==> src/rtl/pipe_ctrl_if.sv <==
// Handshake bundle between the pipeline stages and the sequencing controller:
// stall requests and redirects in, stall vector, flush and perf counters out.
interface pipe_ctrl_if #(
    parameter int PC_W  = 32,
    parameter int CNT_W = 16
);
    logic             stallreq_if;
    logic             stallreq_id;
    logic             stallreq_ex;
    logic             stallreq_mem;
    logic             redirect_req;
    logic [PC_W-1:0]  redirect_pc;
    logic             cnt_clr;
    logic [5:0]       stall;
    logic             flush;
    logic [PC_W-1:0]  new_pc;
    logic [1:0]       ctrl_state;
    logic [CNT_W-1:0] stall_cycles;
    logic [CNT_W-1:0] flush_count;

    modport master (
        output stallreq_if, stallreq_id, stallreq_ex, stallreq_mem,
        output redirect_req, redirect_pc, cnt_clr,
        input  stall, flush, new_pc, ctrl_state, stall_cycles, flush_count
    );

    modport slave (
        input  stallreq_if, stallreq_id, stallreq_ex, stallreq_mem,
        input  redirect_req, redirect_pc, cnt_clr,
        output stall, flush, new_pc, ctrl_state, stall_cycles, flush_count
    );
endinterface

==> src/rtl/pipe_ctrl.sv <==
// Pipeline sequencing controller: priority stall vector, deferred redirect
// sequencing into a one-cycle flush, and saturating stall/flush counters.
module pipe_ctrl #(
    parameter int PC_W  = 32,
    parameter int CNT_W = 16
) (
    input  logic          clk,
    input  logic          rst,
    pipe_ctrl_if.slave    bus
);

    typedef enum logic [1:0] {
        RUN   = 2'd0,
        PEND  = 2'd1,
        FLUSH = 2'd2
    } state_t;

    state_t           r_state;
    state_t           w_state_nxt;
    logic [PC_W-1:0]  r_target;
    logic [PC_W-1:0]  w_target_nxt;
    logic [PC_W-1:0]  r_new_pc;
    logic [PC_W-1:0]  w_new_pc_nxt;
    logic             r_flush;
    logic             w_flush_nxt;
    logic [CNT_W-1:0] r_stall_cycles;
    logic [CNT_W-1:0] r_flush_count;
    logic [5:0]       w_stall_req;
    logic [5:0]       w_stall;
    logic             w_blocked;

    function automatic logic [CNT_W-1:0] sat_inc(input logic [CNT_W-1:0] v);
        if (&v)
            return v;
        return v + {{(CNT_W-1){1'b0}}, 1'b1};
    endfunction

    // Deepest stalled stage freezes itself and every stage upstream of it.
    always_comb begin
        w_stall_req = 6'b000000;
        if (bus.stallreq_mem)
            w_stall_req = 6'b011111;
        else if (bus.stallreq_ex)
            w_stall_req = 6'b001111;
        else if (bus.stallreq_id)
            w_stall_req = 6'b000111;
        else if (bus.stallreq_if)
            w_stall_req = 6'b000011;
    end

    assign w_stall   = (!rst || r_state == FLUSH) ? 6'b000000 : w_stall_req;
    assign w_blocked = bus.stallreq_if | bus.stallreq_mem;

    always_comb begin
        w_state_nxt  = r_state;
        w_target_nxt = r_target;
        w_new_pc_nxt = r_new_pc;
        w_flush_nxt  = 1'b0;
        case (r_state)
            RUN: begin
                if (bus.redirect_req) begin
                    w_target_nxt = bus.redirect_pc;
                    if (w_blocked) begin
                        w_state_nxt = PEND;
                    end else begin
                        w_state_nxt  = FLUSH;
                        w_new_pc_nxt = bus.redirect_pc;
                        w_flush_nxt  = 1'b1;
                    end
                end
            end
            // Younger redirects arriving here are ignored; the captured target stands.
            PEND: begin
                if (!w_blocked) begin
                    w_state_nxt  = FLUSH;
                    w_new_pc_nxt = r_target;
                    w_flush_nxt  = 1'b1;
                end
            end
            FLUSH:   w_state_nxt = RUN;
            default: w_state_nxt = RUN;
        endcase
    end

    always_ff @(posedge clk or negedge rst) begin
        if (!rst) begin
            r_state  <= RUN;
            r_target <= '0;
            r_new_pc <= '0;
            r_flush  <= 1'b0;
        end else begin
            r_state  <= w_state_nxt;
            r_target <= w_target_nxt;
            r_new_pc <= w_new_pc_nxt;
            r_flush  <= w_flush_nxt;
        end
    end

    // Clear wins over increment in the same cycle.
    always_ff @(posedge clk or negedge rst) begin
        if (!rst) begin
            r_stall_cycles <= '0;
            r_flush_count  <= '0;
        end else if (bus.cnt_clr) begin
            r_stall_cycles <= '0;
            r_flush_count  <= '0;
        end else begin
            if (w_stall[0])
                r_stall_cycles <= sat_inc(r_stall_cycles);
            if (r_state == FLUSH)
                r_flush_count <= sat_inc(r_flush_count);
        end
    end

    assign bus.stall        = w_stall;
    assign bus.flush        = r_flush;
    assign bus.new_pc       = r_new_pc;
    assign bus.ctrl_state   = r_state;
    assign bus.stall_cycles = r_stall_cycles;
    assign bus.flush_count  = r_flush_count;

endmodule

==> src/flat_wrapper.sv <==
// flat-port wrapper written by rule: the top's interface ports become plain ports
module pipe_ctrl_flat 
#(
    parameter int PC_W  = 32,
    parameter int CNT_W = 16
)
  (clk, rst, bus_stallreq_if, bus_stallreq_id, bus_stallreq_ex, bus_stallreq_mem, bus_redirect_req, bus_redirect_pc, bus_cnt_clr, bus_stall, bus_flush, bus_new_pc, bus_ctrl_state, bus_stall_cycles, bus_flush_count);
  pipe_ctrl_if #(.PC_W(PC_W), .CNT_W(CNT_W)) bus_i ();
  input  logic clk;
  input  logic rst;
  input wire logic [$bits(bus_i.stallreq_if)-1:0] bus_stallreq_if;
  input wire logic [$bits(bus_i.stallreq_id)-1:0] bus_stallreq_id;
  input wire logic [$bits(bus_i.stallreq_ex)-1:0] bus_stallreq_ex;
  input wire logic [$bits(bus_i.stallreq_mem)-1:0] bus_stallreq_mem;
  input wire logic [$bits(bus_i.redirect_req)-1:0] bus_redirect_req;
  input wire logic [$bits(bus_i.redirect_pc)-1:0] bus_redirect_pc;
  input wire logic [$bits(bus_i.cnt_clr)-1:0] bus_cnt_clr;
  output wire logic [$bits(bus_i.stall)-1:0] bus_stall;
  output wire logic [$bits(bus_i.flush)-1:0] bus_flush;
  output wire logic [$bits(bus_i.new_pc)-1:0] bus_new_pc;
  output wire logic [$bits(bus_i.ctrl_state)-1:0] bus_ctrl_state;
  output wire logic [$bits(bus_i.stall_cycles)-1:0] bus_stall_cycles;
  output wire logic [$bits(bus_i.flush_count)-1:0] bus_flush_count;
  assign bus_i.stallreq_if = bus_stallreq_if;
  assign bus_i.stallreq_id = bus_stallreq_id;
  assign bus_i.stallreq_ex = bus_stallreq_ex;
  assign bus_i.stallreq_mem = bus_stallreq_mem;
  assign bus_i.redirect_req = bus_redirect_req;
  assign bus_i.redirect_pc = bus_redirect_pc;
  assign bus_i.cnt_clr = bus_cnt_clr;
  assign bus_stall = bus_i.stall;
  assign bus_flush = bus_i.flush;
  assign bus_new_pc = bus_i.new_pc;
  assign bus_ctrl_state = bus_i.ctrl_state;
  assign bus_stall_cycles = bus_i.stall_cycles;
  assign bus_flush_count = bus_i.flush_count;
  pipe_ctrl #(.PC_W(PC_W), .CNT_W(CNT_W)) u_core (.clk(clk), .rst(rst), .bus(bus_i));
endmodule
==> config.mk <==
export PLATFORM = sky130hd
export DESIGN_NAME = pipe_ctrl_flat
export DESIGN_NICKNAME = d
export VERILOG_FILES = /design/src/rtl/pipe_ctrl_if.sv /design/src/rtl/pipe_ctrl.sv /design/src/flat_wrapper.sv
export SDC_FILE = /design/constraint.sdc
export NUM_CORES = 1
export LEC_CHECK = 0
export BUFFER_PORTS_ARGS = -buffer_cell sky130_fd_sc_hd__buf_2
export CORE_ASPECT_RATIO = 1.1
export CORE_MARGIN = 5
export CORE_UTILIZATION = 38
export DETAILED_ROUTE_END_ITERATION = 8
export GPL_TIMING_DRIVEN = 0
export SYNTH_ARGS = -nofsm -noshare
export SYNTH_HDL_FRONTEND = slang
export SYNTH_SLANG_ARGS = --single-unit
==> constraint.sdc <==
create_clock -name clk -period 2.75 [get_ports clk]
set_clock_uncertainty 0.2 [all_clocks]
set_input_delay 0.55 -clock clk [delete_from_list [all_inputs] [get_ports clk]]
set_output_delay 0.55 -clock clk [all_outputs]
set_load 0.02 [all_outputs]
==> results of run 1 <==
metrics by stage:
step	setup TNS (ns)	area (sq um)	hold WS, ns	power, mW
detailed placement	-0.355	5380	0.268	2.70
floorplan	0	4600	0.0544	2.37
finish	0	5800	0.0629	4.05
global route	0	5800	0.0712	4.27
global placement	-40.99	5350	0.260	2.66
CTS	0	5800	0.0580	4.11
critical path, cell delays in order:
cell and delay, ns:
buf_2 0.14, or4_4 0.55, nand3_4 0.19, inv_4 0.10
buf_4 0.14, buf_2 0.15
cell usage in the layout, fill, tap and decap left out, drive strengths merged, types with 2 or more instances in the layout:
master | Yosys | routed
bufinv | 0 | 2
and4 | 2 | 2
buf | 9 | 124
o211ai | 4 | 4
clkinv | 0 | 3
a21oi | 8 | 8
nand3 | 11 | 11
nand2 | 41 | 41
nor3 | 11 | 11
a311oi | 3 | 3
and3 | 3 | 3
o21ai | 38 | 38
xor2 | 11 | 11
nor2b | 3 | 3
nor4 | 3 | 3
mux2 | 32 | 32
nor2 | 37 | 37
nand4 | 9 | 9
or3 | 6 | 6
inv | 9 | 9
dfrtp | 99 | 99
a211oi | 3 | 3
ha | 2 | 2
clkbuf | 11 | 22
mux2i | 34 | 34
xnor2 | 9 | 9
or4 | 3 | 3
power groups by stage:
stage | registers (mW) | clock network, mW | logic (mW)
floorplan | 2.01 | 0 | 0.362
CTS | 1.84 | 1.42 | 0.849
global route | 1.87 | 1.49 | 0.911
finish | 1.84 | 1.38 | 0.830
detailed placement | 1.87 | 0 | 0.833
global placement | 1.85 | 0 | 0.807
registers in the layout, indices dropped and copies added (netlist names):
name                     count
u_core.bus.flush_count      16
u_core.bus.stall_cycles     16
u_core.r_target             32
u_core.bus.ctrl_state        2
u_core.bus.flush             1
u_core.bus.new_pc           32
layout make-up:
type / instances / area (sq um)
Multi-Input combinational cell: 283 / 1990
Timing Repair Buffer: 115 / 676
Buffer: 20 / 97.6
Inverter: 9 / 36.3
Sequential cell: 99 / 2480
Fill cell: 1116 / 6180
Clock inverter: 5 / 86.3
Clock buffer: 11 / 243
Tap cell: 154 / 193
per-layer routing:
metal | GRT usage | wire [um]
met1 | 0.200 | 4780
met2 | 0.238 | 5040
met3 | 0.0449 | 759
met4 | 0.0552 | 169
met5 | 0 | 0
logic make-up after synthesis:
group,after synthesis,share of synthesized area
AND/OR/NAND/NOR,133,0.158
flip-flops,99,0.538
multiplexers,66,0.152
AO/OA/AOI/OAI,61,0.0783
buffers and inverters,29,0.0291
XOR/XNOR,20,0.0380
adder cells (fa/ha/maj),2,0.00543
other,1,0.000814
final timing paths:
path / slack [ns] / end / from
min in group clk: 0.25 / u_core.r_target[1] / bus_redirect_pc[1]
hold / removal: 0.06 / u_core.bus.flush_count[10] / rst
max in group asynchronous: 2.02 / u_core.bus.new_pc[24] / rst
hold reg to reg: 0.28 / u_core.bus.new_pc[19] / u_core.bus.new_pc[19]
setup / recovery: 0.18 / bus_stall[1] / bus_stallreq_mem
setup reg to reg: 0.63 / u_core.bus.new_pc[10] / u_core.bus.ctrl_state[1]
what timing repair did:
| action | CTS | global route |
|---|---|---|
| setup endpoints to repair | 2 | 0 |
| resized for setup | 2 | 0 |
| hold buffers | 3 | 0 |
| hold endpoints to repair | 47 | 0 |
| setup buffers | 0 | 0 |
==> results_dict.tcl, run 1 <==
set metrics [dict create \
    clkPwrFrac 0.342 \
    synthTopCellsByArea "dfrtp_1 54%, mux2_2 7.8%, mux2i_1 7.4%" \
    n_antenna_cell 0 \
    dp_cells 677 \
    path_clk_slew_ns 0.06 \
    grt_pass1_vias 3493 \
    antenna_found_initial 0 \
    cap_violations 0 \
    power_density_mw_per_mm2 698 \
    dp_hpwl_mm 7.78 \
    synth_cell_types 46 \
    relSlewSlack 0.545 \
    cts_tree "yes" \
    tightestPinTransition_ns 0.680 \
    cp_max_fo 9 \
    place_ws_ns -0.163 \
    io_buffers 111 \
    layout_setup_ws_ns 0.183 \
    finalWirelength_mm 10.7 \
    fp.dieH_um 125 \
    min_period_ns 2.57 \
    critPathKind "input pin to output pin" \
    final_core_util 0.484 \
    ys_seq_area_frac 0.538 \
    rows 42 \
    syn_avg_cell_area_sq_um 11.2 \
    ys_ff_latch 99 \
    synthToLayoutAreaGrowth_pct 26.0 \
    drc 0 \
    synth_edf_count 0 \
    grt_util_all_layers 0.152 \
    synth.most_common_cell "dfrtp_1" \
    async_flop_share 1.00 \
    cts_made_buffers 9 \
    sw_frac_of_total 0.289 \
    min_period_over_period 0.934 \
    netlist_instances 411 \
    arrival_ns 1.82 \
    clock_latency_ns 0.34 \
    setup_viol 0 \
    hold_viol_final 0 \
    status "complete, no violations" \
    cts_root_buf "clkbuf_16" \
    fp.dieArea_sq_mm 0.0144 \
    final_cells 696 \
    grt_pass1_wl_mm 17.6 \
    synth.net_count 453 \
    ioPinCount 113 \
    max-vdd-ir-drop_mv 0.387 \
    fp.dieW_um 115 \
    synthFlopType "dfrtp_1" \
    synth_top_cell_by_area "dfrtp_1" \
    vias 3497 \
    clock_sinks 99 \
    start_kind "input pin" \
    synth_top_area_frac 0.538 \
    seqPwrFrac 0.453 \
    wire_per_inst_um 15.4 \
    grt_max_degree 53 \
    vias_per_cell 5.02 \
    required_ns 2.00 \
    place_congestion 0.786 \
    endpoint_kind "output pin" \
    htreeDepth 3 \
    p_leak_nw 2.72 \
    reg2reg_depth 6 \
    nets 579 \
    yosys_warnings 0 \
    min_path_type "input pin to asynchronous set/reset pin" \
    gr-total-overflow 0 \
    syn_area_sq_mm 0.00460 \
    drive_gt1_frac 0.345 \
    netSwitchingPower_mw 1.17 \
    p_comb_frac 0.205 \
    initial_core_util 0.384 \
    rsz0062_at_grt "false" \
    fmax_mhz 389 \
    cts_buffer_depth 2 \
    postRouteAntennaNets 0 \
    maxSlewViolCount 0 \
    first_pass_iters 4 \
    core_area_sq_mm 0.0120 \
    drt_iter0_markers 185 \
    ys_top_cells_by_count "99 x dfrtp_1, 41 x nand2_1, 37 x nor2_1" \
    p_int_mw 2.88 \
]
Power figures use the tool's default switching activity.
==> run 2, diff against run 1 <==
==> constraint.sdc (replaced) <==
create_clock -name clk -period 2.75 [get_ports clk]
set_clock_uncertainty 0.2 [all_clocks]
set_input_delay 0.4125 -clock clk [delete_from_list [all_inputs] [get_ports clk]]
set_output_delay 0.4125 -clock clk [all_outputs]
set_load 0.02 [all_outputs]
==> run 2 against run 1 <==
Non-clock buffer count did not move; register-to-register slack barely moved; critical path depth rose by 1; sequential power barely moved; clock power barely moved; fmax fell by 0.43%; sequential share of layout area rose by 0.20 points; hold slack improved by 0.052 ns; critical endpoint unchanged; largest cell class unchanged.
==> results_dict.tcl, run 2 (synthesis results as in run 1) <==
set metrics [dict create \
    place_ws_ns 0.0889 \
    multiInputGateArea_sq_mm 0.00199 \
    status "complete, no violations" \
    setup_viol 0 \
    n_antenna_cell 0 \
    synthToLayoutAreaGrowth_pct 25.4 \
    p_comb_frac 0.204 \
    hold_viol_final 0 \
    min_path_cells 2 \
    vias 3521 \
    rsz0062_at_grt "false" \
    rows 42 \
    finalWirelength_mm 10.9 \
    fmax_mhz 388 \
    fillCellCount 1119 \
    required_ns 2.14 \
    grt_pass1_wl_mm 17.5 \
    cp_max_fo 28 \
    post_cts_resized 0 \
    arrival_ns 1.97 \
    drt_iter0_markers 172 \
    max-vdd-ir-drop_mv 0.387 \
    p_leak_nw 2.71 \
    start_kind "input pin" \
    clock_latency_ns 0.34 \
    cts_tree "yes" \
    tightestPinTransition_ns 0.677 \
    antenna_found_initial 0 \
    p_int_mw 2.87 \
    grt_max_degree 56 \
    vias_per_cell 5.06 \
    drc 0 \
    clkPwrFrac 0.342 \
    seqCellArea_sq_mm 0.00248 \
    most-common-layout-cells "116 x buf_2, 99 x dfrtp_1, 41 x nand2_1" \
    ioPinCount 113 \
    relSlewSlack 0.548 \
    netSwitchingPower_mw 1.17 \
    critPathKind "input pin to output pin" \
    reg2reg_depth 7 \
    cap_violations 0 \
    initial_core_util 0.384 \
    layout_setup_ws_ns 0.172 \
    core_area_sq_mm 0.0120 \
    clock_sinks 99 \
    endpoint_kind "output pin" \
    dp_cells 677 \
    power_density_mw_per_mm2 701 \
    gr-total-overflow 0 \
    maxSlewViolCount 0 \
    fp.dieH_um 125 \
    drive_gt1_frac 0.343 \
    grt_util_all_layers 0.151 \
    seqPwrFrac 0.454 \
    wire_per_inst_um 15.6 \
    place_congestion 0.786 \
    min_period_ns 2.58 \
    cts_setup_buffers 0 \
    first_pass_iters 4 \
    cts_root_buf "clkbuf_16" \
    min_period_over_period 0.938 \
    path_clk_slew_ns 0.07 \
    fp.dieW_um 115 \
    io_buffers 111 \
    dp_hpwl_mm 7.78 \
    postRouteAntennaNets 0 \
    final_common_cell "buf_2" \
    htreeDepth 3 \
    cts_buffer_depth 2 \
    final_cells 696 \
    sw_frac_of_total 0.290 \
    cts_made_buffers 9 \
    grt_pass1_vias 3493 \
    min_path_type "input pin to register" \
    nets 579 \
    fp.dieArea_sq_mm 0.0144 \
]
-- run 2: cell types whose count changed in the layout (fill, tap and decap cells not counted), sizes merged --
cell / delta
clkbuf: +1
buf: -2
dlygate4sd3: +1
-- run 2: final timing paths --
kind | slack (ns) | start | to
min | 0.12 | bus_redirect_pc[1] | u_core.r_target[1]
min in group asynchronous | 0.44 | rst | u_core.bus.stall_cycles[11]
min reg2reg | 0.28 | u_core.bus.new_pc[19] | u_core.bus.new_pc[19]
max | 0.17 | rst | bus_stall[1]
max reg2reg | 0.63 | u_core.bus.stall_cycles[0] | u_core.bus.stall_cycles[1]
max in group asynchronous | 1.66 | rst | u_core.r_target[17]
-- run 2: cell type report --
cell class	instances	area share
Tap cell	154	0.0334
Clock buffer	11	0.0420
Inverter	9	0.00628
Sequential cell	99	0.429
Buffer	20	0.0169
Timing Repair Buffer	115	0.112
Clock inverter	5	0.0150
Multi-Input combinational cell	283	0.345
-- run 2: power groups by stage --
stage                     combinational, mW  clock, mW  sequential [mW]
final                                 0.826       1.39             1.84
after global placement                0.807          0             1.85
after floorplan                       0.362          0             2.01
after global routing                  0.906       1.49             1.87
after CTS                             0.839       1.42             1.84
after detailed placement              0.833          0             1.87
-- run 2: timing repair --
item                                    CTS  global route
hold endpoints to repair                 47             0
hold buffers                              2             0
endpoints found under the setup margin    0             1
-- run 2: layer usage --
layer,share of wire,up-vias,global-route usage,wire length (um)
met1,0.44,1716,0.198,4830
met5,0,-,0,0
met4,0.016,0,0.0552,169
met2,0.47,98,0.237,5080
met3,0.073,12,0.0449,790
li1,-,1695,-,-
-- run 2: worst max-delay path, cell delays in order --
cell	delay [ns]
dlygate4sd3_1	0.53
buf_4	0.19
buf_16	0.20
nand3_4	0.18
inv_4	0.17
buf_4	0.12
buf_2	0.15
-- run 2: through the flow --
step / area (sq um) / TNS [ns] / util / hold WS (ns) / power [mW]
finish: 5770 / 0 / 0.482 / 0.115 / 4.05
global route: 5770 / 0 / 0.482 / 0.0967 / 4.27
floorplan: 4600 / 0 / - / -0.0831 / 2.37
detailed placement: 5380 / 0 / 0.449 / 0.268 / 2.70
CTS: 5750 / 0 / 0.480 / 0.100 / 4.10
global placement: 5350 / -23.81 / 0.447 / 0.260 / 2.66
==> run 3, diff against run 2 <==
- CTS_BUF_LIST: default -> sky130_fd_sc_hd__clkbuf_8
==> run 3 against run 2 <==
Global-route usage up 0.070 points; flip-flop and latch count did not move; critical path depth unchanged; clock power is 24% lower; wire length grew 0.28%; total power shrank 8.0%; largest cell class unchanged; largest power group unchanged; highest routed layer unchanged.
==> results_dict.tcl, run 3 (synthesis results as in run 1) <==
set metrics [dict create \
    finalWirelength_mm 10.9 \
    antenna_found_initial 0 \
    cts_tree "yes" \
    nets 579 \
    dp_hpwl_mm 7.78 \
    final_cells 696 \
    gr-total-overflow 0 \
    rsz0062_at_grt "false" \
    path_cells "dlygate4sd3_1 > buf_4 > buf_16 > nand3_4 > inv_4 > buf_4 > buf_2" \
    core_area_sq_mm 0.0120 \
    ioPinCount 113 \
    setup_viol 0 \
    place_congestion 0.786 \
    htreeDepth 3 \
    grt_pass1_vias 3489 \
    start_kind "input pin" \
    critPathTopFamily "buffers and inverters" \
    fp.dieW_um 115 \
    grt_max_degree 56 \
    fmax_mhz 386 \
    maxSlewViolCount 0 \
    clock_latency_ns 0.37 \
    power_density_mw_per_mm2 656 \
    cts_root_buf "clkbuf_8" \
    hold_viol_final 0 \
    postRouteAntennaNets 0 \
    critPathMaxStageDelay_ns 0.53 \
    initial_core_util 0.384 \
    grt_pass1_wl_mm 17.5 \
    wire_per_inst_um 15.7 \
    vias 3505 \
    endpoint_kind "output pin" \
    clock_sinks 99 \
    fillCellCount 1130 \
    p_total_mw 3.72 \
    path_clk_slew_ns 0.10 \
    final_common_cell "buf_2" \
    min_path_type "input pin to register" \
    io_buffers 111 \
    final_area_sq_mm 0.00567 \
    post_cts_resized 0 \
    first_pass_iters 4 \
    drt_iter0_markers 151 \
    dp_cells 677 \
    crit_top_cell "buf_4" \
    cts_setup_buffers 0 \
    arrival_ns 1.98 \
    cap_violations 0 \
    cts_made_buffers 9 \
    status "complete, no violations" \
    drc 0 \
    drive_gt1_frac 0.343 \
    most-common-layout-cells "116 x buf_2, 99 x dfrtp_1, 41 x nand2_1" \
    cp_num_buf_inv 6 \
    relSlewSlack 0.552 \
    rows 42 \
    n_antenna_cell 0 \
    final_core_util 0.473 \
    cts_buffer_depth 2 \
    p_leak_nw 2.67 \
    cp_max_fo 28 \
    vias_per_cell 5.04 \
    min_period_ns 2.59 \
    cp_slowest_cell "dlygate4sd3_1" \
    grt_util_all_layers 0.152 \
    critPathKind "input pin to output pin" \
    fp.dieH_um 125 \
    placed_area_sq_mm 0.00538 \
    required_ns 2.14 \
    min_period_over_period 0.941 \
    tightestPinTransition_ns 0.671 \
    fp.dieArea_sq_mm 0.0144 \
    max-vdd-ir-drop_mv 0.326 \
    synthToLayoutAreaGrowth_pct 23.2 \
]
run 3: changes by cell type in the layout (fill, tap and decap cells not counted), sizes merged:
cell	delta
inv	+1
clkbuf	-1
run 3: cell type report:
type	count	area, sq um	area share
plain buffers	20	97.6	0.0172
well taps	154	193	0.0340
clock inverters	6	90.1	0.0159
flip-flops and latches	99	2480	0.437
inverters	9	36.3	0.00640
clock buffers	10	138	0.0243
repair buffers	115	648	0.114
multi-input cells	283	1990	0.351
run 3: repair_timing:
item                       CTS  global route
hold buffers                 2             0
hold endpoints to repair    47             0
setup endpoints to repair    0             1
run 3: report_power, final:
| part | internal [mW] | switching [mW] |
|---|---|---|
| Sequential | 1.70 | 0.136 |
| Combinational | 0.345 | 0.481 |
| Clock | 0.539 | 0.523 |
run 3: path summary, 6_finish.rpt:
kind	slack, ns	start	end	cells after the start
setup / recovery	0.16	rst	bus_stall[1]	7
hold reg to reg	0.29	u_core.bus.new_pc[30]	u_core.bus.new_pc[30]	2
hold / removal	0.08	bus_redirect_pc[19]	u_core.r_target[19]	2
setup reg to reg	0.61	u_core.bus.ctrl_state[1]	u_core.bus.new_pc[12]	6
min in group asynchronous	0.42	rst	u_core.bus.stall_cycles[13]	3
max in group asynchronous	1.68	rst	u_core.r_target[27]	3
run 3: metal layers:
layer	wire, um	track usage	up-vias
met5	0	0	-
met1	4790	0.198	1718
met4	159	0.0573	0
li1	-	-	1691
met3	795	0.0449	11
met2	5160	0.238	85
run 3: through the flow:
step | hold WS [ns] | setup WS (ns) | TNS (ns)
global placement | 0.260 | -1.12 | -23.81
detailed placement | 0.268 | 0.0889 | 0
global route | 0.0498 | 0.0894 | 0
finish | 0.0813 | 0.161 | 0
floorplan | -0.0831 | 0.670 | 0
CTS | 0.0576 | 0.0588 | 0
